**src/rtl/fetch_decode_pkg.sv**
```systemverilog
// Shared types for the fetch/decode boundary:
// occupancy state, NOP word and the buffered entry.
package fetch_decode_pkg;

  localparam int ENTRY_W = 32;

  localparam logic [ENTRY_W-1:0] NOP_WORD = 32'h0000_0013;

  typedef enum logic [1:0] {
    EMPTY = 2'd0,
    ONE   = 2'd1,
    TWO   = 2'd2
  } occ_t;

  typedef struct packed {
    logic [ENTRY_W-1:0] instr;
    logic [ENTRY_W-1:0] pc;
    logic [ENTRY_W-1:0] pc_plus4;
  } entry_t;

endpackage

```
**src/rtl/fetch_decode_skid_if_entry_reg.sv**
```systemverilog
// One load-enabled {instr, pc, pc+4} register.
// Used for both the head and the skid slot.
module if_entry_reg
  import fetch_decode_pkg::*;
(
  input  logic   clk,
  input  logic   rst_n,
  input  logic   load,
  input  entry_t d,
  output entry_t q
);

  // Hold the entry until a new one is loaded.
  always_ff @(posedge clk or negedge rst_n) begin
    if (!rst_n) begin
      q <= '0;
    end else if (load) begin
      q <= d;
    end
  end

endmodule

```
**src/rtl/fetch_decode_skid.sv**
```systemverilog
// Fetch->decode 2-entry skid buffer with flush.
// Optional perf counters: define FETCH_DECODE_PERF_EN.
module fetch_decode_skid
  import fetch_decode_pkg::*;
#(
  parameter int XLEN = ENTRY_W,
  parameter logic [XLEN-1:0] NOP_INSTR = NOP_WORD
) (
  input  logic            i_clk,
  input  logic            i_rst,
  input  logic            i_fetch_valid,
  output logic            o_fetch_ready,
  input  logic [XLEN-1:0] i_fetch_instr,
  input  logic [XLEN-1:0] i_fetch_pc,
  input  logic [XLEN-1:0] i_fetch_pc_plus4,
  input  logic            i_flush,
  output logic            o_id_valid,
  input  logic            i_id_ready,
  output logic [XLEN-1:0] o_id_instr,
  output logic [XLEN-1:0] o_id_pc,
  output logic [XLEN-1:0] o_id_pc_plus4,
  output logic [31:0]     o_stall_cycles,
  output logic [31:0]     o_flush_count
);

  occ_t   state;
  occ_t   state_d;
  entry_t in_ent;
  entry_t head_q;
  entry_t skid_q;
  entry_t head_d;
  logic   head_ld;
  logic   skid_ld;
  logic   accept;
  logic   consume;

  assign in_ent = '{
    instr:    i_fetch_instr,
    pc:       i_fetch_pc,
    pc_plus4: i_fetch_pc_plus4
  };

  // Ready/valid are pure decodes of the
  // occupancy register: no path from i_id_ready.
  assign o_fetch_ready = (state != TWO);
  assign o_id_valid    = (state != EMPTY);

  assign accept  = i_fetch_valid & o_fetch_ready;
  assign consume = o_id_valid & i_id_ready;

  // Next occupancy and slot loads; flush wins.
  always_comb begin
    state_d = state;
    head_d  = in_ent;
    head_ld = 1'b0;
    skid_ld = 1'b0;
    if (i_flush) begin
      state_d = EMPTY;
    end else begin
      unique case (state)
        EMPTY: begin
          if (accept) begin
            state_d = ONE;
            head_ld = 1'b1;
          end
        end
        ONE: begin
          unique case (1'b1)
            accept & consume: begin
              head_ld = 1'b1;
            end
            accept & ~consume: begin
              state_d = TWO;
              skid_ld = 1'b1;
            end
            ~accept & consume: begin
              state_d = EMPTY;
            end
            default: begin
              state_d = ONE;
            end
          endcase
        end
        TWO: begin
          if (consume) begin
            state_d = ONE;
            head_d  = skid_q;
            head_ld = 1'b1;
          end
        end
        default: begin
          state_d = EMPTY;
        end
      endcase
    end
  end

  // Occupancy register.
  always_ff @(posedge i_clk or negedge i_rst) begin
    if (!i_rst) begin
      state <= EMPTY;
    end else begin
      state <= state_d;
    end
  end

  if_entry_reg u_head (
    .clk   (i_clk),
    .rst_n (i_rst),
    .load  (head_ld),
    .d     (head_d),
    .q     (head_q)
  );

  if_entry_reg u_skid (
    .clk   (i_clk),
    .rst_n (i_rst),
    .load  (skid_ld),
    .d     (in_ent),
    .q     (skid_q)
  );

  assign o_id_instr    = o_id_valid ? head_q.instr
                                    : NOP_INSTR;
  assign o_id_pc       = head_q.pc;
  assign o_id_pc_plus4 = head_q.pc_plus4;

`ifdef FETCH_DECODE_PERF_EN
  logic [31:0] stall_q;
  logic [31:0] flush_q;

  // Stall and flush event counters, free-wrapping.
  always_ff @(posedge i_clk or negedge i_rst) begin
    if (!i_rst) begin
      stall_q <= '0;
      flush_q <= '0;
    end else begin
      if (o_id_valid & ~i_id_ready) begin
        stall_q <= stall_q + 32'd1;
      end
      if (i_flush) begin
        flush_q <= flush_q + 32'd1;
      end
    end
  end

  assign o_stall_cycles = stall_q;
  assign o_flush_count  = flush_q;
`else
  assign o_stall_cycles = '0;
  assign o_flush_count  = '0;
`endif

endmodule

```
**config.mk**
```make
export PLATFORM = sky130hd
export DESIGN_NAME = fetch_decode_skid
export DESIGN_NICKNAME = d
export VERILOG_FILES = /design/src/rtl/fetch_decode_pkg.sv /design/src/rtl/fetch_decode_skid_if_entry_reg.sv /design/src/rtl/fetch_decode_skid.sv
export SDC_FILE = /design/constraint.sdc
export NUM_CORES = 1
export LEC_CHECK = 0
export CORE_MARGIN = 2
export CORE_UTILIZATION = 49
export DETAILED_ROUTE_END_ITERATION = 8
export PLACE_DENSITY = 0.85
export SLEW_MARGIN = 30
export SYNTH_ARGS = -nofsm -noshare
export SYNTH_HDL_FRONTEND = slang
export SYNTH_SLANG_ARGS = --single-unit
```
**constraint.sdc**
```tcl
create_clock -name i_clk -period 2.86 [get_ports i_clk]
set_input_delay 0.429 -clock i_clk [delete_from_list [all_inputs] [get_ports i_clk]]
set_output_delay 0.429 -clock i_clk [all_outputs]
set_load 0.005 [all_outputs]
```
-- Yosys cells after proc, flatten, opt, wreduce, memory -nomap -nowiden
Index checks and enable logic that the tools add are counted.
- flip-flop bits (word level): 194
- latch bits: 0
- memory bits (writable): 0
- ROM bits: 0
- input bits: 101
- output and inout port bits: 162
- word-level logic and storage cells: 40
- memories: 0
- $add $sub $neg: 0
- multipliers: 0
- div/mod/pow operators: 0
- magnitude comparators: 0
- eq/ne operators: 6
- shift operators: 0
- multiplexer cells: 17
- bitwise operators: 7
- reduce and logical (&&, ||, !) cells: 3
- operators with widths (kind ; number):
    $mux 96 ; 3
    $mux 32 ; 1
    $pmux 2 s3 ; 2
    $ne 3x3->1 const B ; 3
    $mux 1 ; 7
    $mux 2 ; 3
    $and 1x1->1 ; 5
    $pmux 1 s3 ; 1
    $reduce_and 3->1 ; 1
    $eq 2x1->1 const B ; 1
    $eq 2x2->1 const B ; 1
    $logic_not 2->1 ; 1
    $ne 2x2->1 const B ; 1
    $not 1->1 ; 2
    $reduce_bool 2->1 ; 1

-- Logic depth before layout (Yosys ltp)
- depth in word-level cells: 7
- depth in mapped cells: 10
- gate-level depth less buffers: 7

-- Modules after synthesis
Synthesis repeated with hierarchy kept, for this count alone.
- cell total of the unflattened synthesis: 632
- area total of the unflattened synthesis: 9564.2 µm²
- modules (own cells, without submodules) (module ; times used ; cells each ; area each (µm²) ; sequential area each (µm²)):
    if_entry_reg ; 2 ; 203 ; 3764.9 ; 2402.3
    fetch_decode_skid ; 1 ; 226 ; 2034.5 ; 50.0

-- Worst setup path after synthesis
OpenSTA, ideal clock, no wires.
- kind: reg-to-reg
- from: register state[1]
- to: register u_skid.q[0] (netlist name)
- library setup time: 0.125 ns
- arrival time: 2.276 ns
- data required time: 2.735 ns
- setup slack: 0.459 ns
- cell stages (with the launch flop): 11
- path buffers: 4
- period minus slack after synthesis: 2.401 ns
- cells stage by stage: dfrtp_1 -> buf_4 -> or2_0 -> clkbuf_1 -> nand2_1 -> ha_1 -> nand2_1 -> nor3_2 -> buf_2 -> buf_2 -> mux2_2
- word-level cells in the longest chain between the ends: 7
- elaborated cells on any way between the ends: 10
- classes of those cells: 2 x eq/ne; 3 x mux; 4 x bitwise; 1 x reduce/logical
- ends and longest elaborated chain (what ; RTL line ; text):
    start: declaration ; fetch_decode_skid.sv:26 ; occ_t state;
    start signal: assignment ; fetch_decode_skid.sv:103 ; state <= state_d;
    $reduce_bool 2->1 ; fetch_decode_skid.sv:46 ; assign o_id_valid = (state != EMPTY);
    net o_id_valid ; fetch_decode_skid.sv:17 ; output logic o_id_valid,
    $and 1x1->1 ; fetch_decode_skid.sv:49 ; assign consume = o_id_valid & i_id_ready;
    $not 1->1 ; fetch_decode_skid.sv:72 ; accept & ~consume: begin
    $and 1x1->1 ; fetch_decode_skid.sv:72 ;
    $mux 1 ; fetch_decode_skid.sv:68 ; unique case (1'b1)
    $mux 1 ; fetch_decode_skid.sv:60 ; unique case (state)
    $mux 1 ; fetch_decode_skid.sv:57 ; if (i_flush) begin
    end signal: assignment ; fetch_decode_skid_if_entry_reg.sv:16 ; q <= '0;
    end signal: assignment ; fetch_decode_skid_if_entry_reg.sv:18 ; q <= d;
    end: declaration ; fetch_decode_skid_if_entry_reg.sv:10 ; output entry_t q
The timed path passes the listed nets, and every way through them passes these cells.
A chain may end at the register's enable or synchronous reset.

-- Worst setup path after layout
- from: register state[1]
- to: output port o_id_instr[30]
- word-level cells in the longest chain between the ends: 2
- ends and longest elaborated chain (what ; RTL line ; text):
    $reduce_bool 2->1 ; fetch_decode_skid.sv:46 ;
    $mux 32 ; fetch_decode_skid.sv:123 ; assign o_id_instr = o_id_valid ? head_q.instr
    end: declaration ; fetch_decode_skid.sv:19 ; output logic [XLEN-1:0] o_id_instr,
Every way passes these cells.

==> out/qor.yml <==
cap_violations: 0
period_needed_ns: 2.69
synth_ff_type: "dfrtp_1"
p_switching_w: 0.00216
synthTopCellsByArea: "dfrtp_1, mux2_2, buf_4"
die_h_um: 145
ant_nets: 0
yosys.area.top_type: "dfrtp_1"
wl_per_cell_um: 16.3
cp-end-kind: "output port"
ys_seq_area_share_pct: 50.1
crit_type: "flop to output port"
cpMaxStageDelayCell: "dfrtp_1"
fill_cells: 1516
leakage_nw: 4.98
status: "completed"
fin_ws_ns: 0.168
p_sw_share_pct: 26.1
synthToLayoutAreaGrowth_pct: 22.9
dieArea_mm2: 0.0209
drc: 0
netlist_area_mm2: 0.00970
grt.total_usage_pct: 17.8
path_delay_family: "buffers and inverters"
cts_max_level: 4
async_flop_share_pct: 100
nets: 930
clockBufferDepth: 2
maxSlewViolCount: 0
drt_iter0_markers: 198
cts_hold_buf: 0
cts_buffers: 17
hold_viol: 0
crit_chain: "or2_1, buf_4, and2_1, clkdlybuf4s50_1"
clock_latency_ns: 0.43
cp_max_fo: 33
regToRegSetupSlack_ns: 0.60
setup_viol: 0
finalWirelength_mm: 18.0
netlist.area_leader.share_pct: 50.1
antenna_found_initial: 0
startpoint_type: "flop"
seqCellArea_mm2: 0.00485
max_stage_delay_ns: 0.56
firstDrtPassIters: 4
syn_avg_cell_area_um2: 13.9
setup_tns_ns: 0
tritoncts: "built"
start_util_pct: 49.8
hold_ws_ns: 0.0521
hold_class: "input port to async pin"
fin_skew_ns: 0.0131
post_cts_resized: 0
dpl.hpwl_mm: 11.9
io_pins: 263
gp_congestion: 0.744
p_int_w: 0.00611
worstMarginPinSlew_ns: 0.673
num_rows: 51
max_freq_mhz: 371
clock_power_share_pct: 30.0
drt-vias-per-instance: 4.85
design_area_mm2: 0.0119
final_cells: 1106
ys_warn_count: 0
ctsRootBufferMaster: "clkbuf_16"
ys_ff_latch: 194
fp.coreArea_mm2: 0.0195
ys_top_cells_by_count: "mux2_2, dfrtp_1, buf_4, mux2_1, and2_1"
maxSlewHeadroom_pct: 55.1
grt_overflow: 0
die_w_um: 145
placed_cells_incl_taps: 1074
critPathRequiredTime_ns: 2.43
synth_cell_types: 29
crit_arrival_ns: 2.26
powerDensity_mw_per_mm2: 694
grt_start_max_net_pins: 82
multi_input_area_mm2: 0.00392
preCtsSetupSlack_ns: 0.358
peakVddDrop_v: 0.000407
crit_buf_inv: 2
yosysMostFrequentCell: "mux2_2"
sequentialPowerShare_pct: 47.3
synth_edf_count: 0
grt_pass1_vias: 5594
io_buffer_count: 198
rsz0062_at_grt: "no"
postCtsSetupRepairBufs: 0
timing.final.crit_share_pct: 94.1
num_vias: 5361
grt_pass1_wl_mm: 28.8
synthCells: 699
path_clk_slew_ns: 0.08
insertedDiodeCount: 0
p_comb_share_pct: 22.7
cts.sinks: 194
place_area_mm2: 0.0113
layout-drive-gt1-share_pct: 35.4
## power by group through the flow
stage	sequential [W]	combinational [W]	clock, W
floorplan	0.00382	0.00137	0
global placement	0.00392	0.00185	0
detailed placement	0.00395	0.00191	0
CTS	0.00391	0.00191	0.00254
global route	0.00401	0.00206	0.00267
finish	0.00391	0.00188	0.00248
## cell families after synthesis
| logic type | count (synthesis) | synth area share, % |
|---|---|---|
| adders and majority gates | 1 | 0.129 |
| DFF | 194 | 50.1 |
| muxes | 288 | 34.2 |
| buffers and inverters | 164 | 12.1 |
| and+or+nand+nor | 45 | 2.94 |
| other | 1 | 0.0387 |
| AOI/OAI and AO/OA | 6 | 0.516 |
## final timing paths
check | startpoint | end | cells after the start
worst min register to register | u_head.q[77] | u_head.q[77] | 1
min in group i_clk | u_head.q[77] | u_head.q[77] | 1
worst min-delay path | i_rst | u_skid.q[69] | 1
worst max-delay path | state[1] | o_id_instr[30] | 4
max in group asynchronous | i_rst | u_skid.q[44] | 2
worst max register to register | state[1] | u_skid.q[2] | 7
## sequential cells by signal, indices dropped and copies added (netlist names)
register,count
u_head.q,96
state,2
u_skid.q,96
## layout make-up
class	instances	share of cell area, %
Tap cell	265	2.78
Clock inverter	15	1.74
Sequential cell	194	40.7
Multi-Input combinational cell	404	32.9
Timing Repair Buffer	210	18.3
Inverter	1	0.0315
Clock buffer	17	3.57
## metal layers
metal | track usage [%] | up-vias | routed length, um
met4 | 5.37 | 0 | 209
met5 | 0 | - | 0
met2 | 29.6 | 152 | 8790
li1 | - | 2481 | -
met1 | 22.5 | 2715 | 7760
met3 | 5.69 | 13 | 1260
## per-stage QoR
step,power (W),utilization (%)
2_1_floorplan,0.00519,-
3_3_place_gp,0.00577,58.0
3_5_place_dp,0.00586,58.0
4_1_cts,0.00837,61.2
5_1_grt,0.00874,61.2
6_report,0.00827,61.2
## cells in the final DEF (no fill, tap or decap), drive strengths merged
| cell type | n |
|---|---|
| o21ai | 1 |
| clkbuf | 18 |
| a211oi | 1 |
| inv | 8 |
| o22a | 1 |
| ha | 1 |
| nand2 | 2 |
| and2 | 30 |
| clkinv | 7 |
| nor3 | 1 |
| nand3 | 1 |
| or2 | 1 |
| nor3b | 1 |
| conb | 64 |
| mux2 | 288 |
| dfrtp | 194 |
| a21oi | 2 |
| nor2 | 4 |
| a22oi | 1 |
| buf | 12 |
| clkdlybuf4s50 | 197 |
| bufinv | 1 |
| nor2b | 1 |
| nand2b | 4 |
Note: power is estimated with default switching activity, not from simulation.
